<file path="src/rtl/fetch_unit.sv">
// Instruction fetch front end for the 8-bit CPU: fetches 16-bit little-endian
// instructions over the shared byte bus and dispatches them to the ALU or LSU.
module fetch_unit #(
    parameter logic [15:0] RESET_PC = 16'h0000
) (
    input  logic        clk,
    input  logic        rst,
    input  logic [7:0]  mem_rdata,
    output logic [15:0] mem_addr,
    output logic        mem_en,
    output logic        mem_we,
    output logic [15:0] instruction,
    output logic        instr_valid,
    output logic        alu_en,
    output logic        lsu_en,
    input  logic        lsu_done,
    output logic        halted,
    output logic [15:0] pc
);

    typedef enum logic [2:0] {
        IDLE,
        FETCH_LO,
        FETCH_HI,
        CAPTURE,
        DECODE,
        WAIT_LSU,
        HALT
    } state_t;

    localparam logic [3:0] OP_HALT = 4'b0000;
    localparam logic [3:0] OP_LD   = 4'b0001;
    localparam logic [3:0] OP_ST   = 4'b0010;
    localparam logic [3:0] OP_JMP  = 4'b1111;

    state_t     state;
    state_t     state_next;
    logic [3:0] opcode;

    assign opcode = instruction[15:12];
    assign mem_we = 1'b0;

    // NOTE: sequential state uses non-blocking assignments so every register
    // samples pre-edge values, independent of process ordering.
    always_ff @(posedge clk or posedge rst) begin
        if (rst) begin
            state <= IDLE;
        end else begin
            state <= state_next;
        end
    end

    // NOTE: every output of this block gets a default first, so no path
    // through the case statement can leave a value held (no latches).
    always_comb begin
        state_next = state;
        mem_en     = 1'b0;
        mem_addr   = 16'h0000;
        case (state)
            IDLE:     state_next = FETCH_LO;
            FETCH_LO: begin
                mem_en     = 1'b1;
                mem_addr   = pc;
                state_next = FETCH_HI;
            end
            FETCH_HI: begin
                mem_en     = 1'b1;
                mem_addr   = pc + 16'd1;
                state_next = CAPTURE;
            end
            CAPTURE:  state_next = DECODE;
            DECODE: begin
                case (opcode)
                    OP_HALT:      state_next = HALT;
                    OP_LD, OP_ST: state_next = WAIT_LSU;
                    default:      state_next = FETCH_LO;
                endcase
            end
            WAIT_LSU: if (lsu_done) state_next = FETCH_LO;
            HALT:     state_next = HALT;
            default:  state_next = IDLE;
        endcase
    end

    // Read data lags the address by one cycle, so each byte lands one state later.
    always_ff @(posedge clk or posedge rst) begin
        if (rst) begin
            pc          <= RESET_PC;
            instruction <= 16'h0000;
            instr_valid <= 1'b0;
            alu_en      <= 1'b0;
            lsu_en      <= 1'b0;
            halted      <= 1'b0;
        end else begin
            alu_en <= 1'b0;
            case (state)
                FETCH_LO: instr_valid <= 1'b0;
                FETCH_HI: instruction[7:0] <= mem_rdata;
                CAPTURE: begin
                    instruction[15:8] <= mem_rdata;
                    pc                <= pc + 16'd2;
                    instr_valid       <= 1'b1;
                end
                DECODE: begin
                    case (opcode)
                        OP_HALT: halted <= 1'b1;
                        OP_JMP: begin
                            // Jump stays within the page of the already-advanced pc.
                            pc          <= {pc[15:12], instruction[11:0]};
                            instr_valid <= 1'b0;
                        end
                        OP_LD, OP_ST: lsu_en <= 1'b1;
                        default: begin
                            alu_en      <= 1'b1;
                            instr_valid <= 1'b0;
                        end
                    endcase
                end
                WAIT_LSU: begin
                    if (lsu_done) begin
                        lsu_en      <= 1'b0;
                        instr_valid <= 1'b0;
                    end
                end
                default: ;
            endcase
        end
    end

endmodule

</file>
<file path="config.mk">
export PLATFORM = sky130hd
export DESIGN_NAME = fetch_unit
export DESIGN_NICKNAME = d
export VERILOG_FILES = /design/src/rtl/fetch_unit.sv
export SDC_FILE = /design/constraint.sdc
export NUM_CORES = 1
export LEC_CHECK = 0
export CAP_MARGIN = 20
export CORE_MARGIN = 2
export CORE_UTILIZATION = 44
export CTS_CLUSTER_SIZE = 30
export DETAILED_ROUTE_END_ITERATION = 7
export MAX_ROUTING_LAYER = met4
export PLACE_DENSITY = 0.77
export SYNTH_ARGS = -nofsm -noshare
export SYNTH_HDL_FRONTEND = slang
export SYNTH_SLANG_ARGS = --single-unit
</file>
<file path="constraint.sdc">
create_clock -name clk -period 2.5 [get_ports clk]
set_clock_uncertainty 0.2 [all_clocks]
set_input_delay 0.5 -clock clk [delete_from_list [all_inputs] [get_ports clk]]
set_output_delay 0.5 -clock clk [all_outputs]
set_load 0.01 [all_outputs]
</file>
==> results.md <==
* Worst rel slew slack at 0.5483
* Leakage Power at 0.001695 uW
* Hold WS at 275.4 ps
* RD Place Congestion at 0.9639
* Comb power frac at 0.665
* Grt ovf at 0
* Max_cap viols at 0
* Clk pin slew, worst setup/hold paths at 80 ps
* Final-report max-slew violation count at 0
* Top-count cell post-synth: nand2_1
* Post-Route WL at 8354 um
* H-Tree Depth at 2
* Yosys cell types at 51
* Fin crit share at 1.050
* Final-layout fill cell count at 413
* Clk buf depth at 2
* TritonCTS clock tree: done
* Final Util at 0.7247
* Initial antenna violation count at 0
* Area after DPL at 0.003262 mm^2
* Commonest cells in the netlist: nand2_1, dfrtp_1, a21oi_1, o21ai_0, nand3_1
* Mean Syn Cell Area at 7.971 um^2
* Crit path cell chain: ha_4 > nand4_1 > or3_4 > or4_1 > nand3_1 > buf_2
* Setup CP Type: reg2out
* PortBufs at 63
* Worst path slowest cell: or4_1
* Area leader, netlist: dfrtp_1
* HPWL Detailed at 5171 um
* Slew @ Worst Pin at 674.6 ps
* Setup WS post-layout at -125.2 ps
* Initial Utilization at 0.4559
* Largest stage delay on the critical path at 410 ps
* Die outline height at 76.98 um
* Root Buffer: clkbuf_8
* Outcome: finished with violations
* Int Pwr at 2826 uW
* Min-delay src: halted$_DFFE_PP0P_
* Clock power share at 0.104
* Placed Cells at 447
* Hold Crit Class: reg2reg
* Vias/cell at 5.611
* Register area at 980.9 um^2
* CP required at 1800 ps
* Synth Register Bits at 39
* Die Area at 0.005926 mm^2
* # diodes at 0
* Post-Syn Nets at 307
* Worst Setup SP: pc[1]$_DFFE_PP0P_
* Flop pwr share at 0.231
* Max IR drop VDD at 0.0006647 V
* Vias at 2,665
* Layout cells sized above 1 at 0.3012
* Die X-Extent at 76.98 um
* Number of global-route vias before repair at 2,401
* Final nets at 417
* Tmin final at 2625 ps
* DR WL/cell at 17.59 um
* Synth Flop Type: dfrtp_1
* Skew-Pair Late Insertion Delay at 290 ps
* Post-synth top area share at 0.4164
* Power density over the cells at 1361 mW/mm^2
* Max Fanout on Critical Path at 3
* Pre-CTS setup slack at -326.3 ps
* Area Overhead vs Synth at 58.94%
* Synth Warn # at 0
* Crit path launch type: flop
* Post-CTS Hold Fix Bufs at 0
* EDFF count, synth at 0
* DRT Pass-1 Iters at 4
* Mapped cell area at 0.002343 mm^2
* DRC errors left at 0
* Row cnt at 26
* Initial detailed-routing violation count at 195
* Sw Ratio at 0.4425
* Fmax at 0.3809 GHz
* Global-route wire length before repair at 12,310 um
* Crit end category: output port
* Multi-input logic area at 0.001436 mm^2
* Critical Path AT at 1930 ps
* R2R setup slack at 310 ps
* Reg2Reg Launch Point: state[2]$_DFFE_PP0P_
* Final setup viols at 7
* Core Region at 0.005140 mm^2
* Final Hold Vio Count at 0
* Global Route Usage Sum at 0.2682
* DRT antenna net count at 0
* IO Pins at 65
* Sw power at 2243 uW
* Violated checks: negative setup slack
* Sequential share of the synthesized area at 0.4164
* Post-route cell area at 0.003725 mm^2
* Fin cells at 475
* Num CTS Buffers at 5
* Largest net degree at the start of global routing at 40
* Synth area leaders: dfrtp_1, nand2_1, a21oi_1, o21ai_0, nand3_1
* Post-Syn Instances at 294
* RSZ-0062 raised after global routing: true
* Ys async rst share at 1.000
* Clk sink count at 39
==> flip-flops by register name (all words and copies together) (netlist names) <==
register and flops:
lsu_en 1, instruction 16, pc 16, instr_valid 1
alu_en 1, halted 1, state 3
==> area by class of cell <==
class / instances / area share
Clock buffer: 5 / 0.01847
Clock inverter: 3 / 0.01176
Inverter: 7 / 0.007054
Multi-Input combinational cell: 227 / 0.3856
Sequential cell: 39 / 0.2634
Tap cell: 70 / 0.02351
Timing Repair Buffer: 124 / 0.2902
==> power by group through the flow <==
| stage | registers [uW] | clock network (uW) | logic (uW) |
|---|---|---|---|
| 3_5_place_dp | 1150 | 0 | 2810 |
| 5_1_grt | 1210 | 563 | 3600 |
| 3_3_place_gp | 1140 | 0 | 2750 |
| 4_1_cts | 1160 | 533 | 2910 |
| 2_1_floorplan | 1270 | 0 | 1260 |
| 6_report | 1170 | 527 | 3370 |
==> through the flow <==
step                TNS, ps  power [uW]
finish               -481.4        5069
global route         -925.9        5369
CTS                  -367.7        4599
detailed placement    -2699        3959
global placement      -2302        3893
floorplan                 0        2526
==> logic make-up after synthesis <==
kind of cell	Yosys count	synth area share
AND/OR/NAND/NOR	136	0.2782
other	1	0.001600
AO/OA/AOI/OAI	80	0.2008
adder cells (fa/ha/maj)	2	0.01068
multiplexers	1	0.004805
XOR/XNOR	7	0.02616
flip-flops	39	0.4164
buffers and inverters	28	0.06140
==> repair_timing <==
| item | in CTS | in global routing |
|---|---|---|
| hold endpoints to repair | 0 | 0 |
| endpoints found under the setup margin | 17 | 15 |
| resized for setup | 77 | 47 |
| cloned | 0 | 1 |
| pin swaps | 9 | 13 |
| buffers inserted | 8 | 11 |
==> layout by cell type (no fill, tap or decap), types with 3 or more instances in the layout <==
| cell type | instances |
|---|---|
| a211oi_1 | 4 |
| a21oi_1 | 21 |
| a21oi_2 | 4 |
| a31oi_1 | 5 |
| buf_2 | 14 |
| buf_4 | 48 |
| buf_6 | 11 |
| clkbuf_8 | 5 |
| clkdlybuf4s50_1 | 46 |
| dfrtp_1 | 35 |
| dfrtp_2 | 4 |
| dlygate4sd2_1 | 3 |
| inv_1 | 7 |
| nand2_1 | 76 |
| nand3_1 | 10 |
| nand4_1 | 4 |
| nor2_1 | 8 |
| nor3_1 | 5 |
| nor4_1 | 3 |
| o21ai_0 | 12 |
| o21ai_1 | 8 |
| o21ai_2 | 5 |
| o22ai_1 | 5 |
| xor2_1 | 5 |
==> critical path, delay by kind of cell, from the launching register on <==
family,cells,cell delay [ps]
adder cells (fa/ha/maj),1,140
AND/OR/NAND/NOR,4,970
buffers and inverters,1,120
flip-flops,1,400
==> per-layer routing <==
| layer | track usage | up-vias | wire length (um) |
|---|---|---|---|
| li1 | - | 1265 | - |
| met1 | 0.3503 | 1272 | 3452 |
| met2 | 0.4351 | 113 | 4133 |
| met3 | 0.04118 | 15 | 576 |
| met4 | 0.08036 | 0 | 191 |
| met5 | - | - | 0 |
==> path summary, 6_finish.rpt <==
kind	end	depth (start not counted)
max in group asynchronous	pc[1]$_DFFE_PP0P_	3
max	mem_addr[15]	6
min in group asynchronous	pc[10]$_DFFE_PP0P_	3
max reg2reg	pc[10]$_DFFE_PP0P_	8
min	halted$_DFFE_PP0P_	1
min reg2reg	halted$_DFFE_PP0P_	1
(Power assumes the default switching activity.)
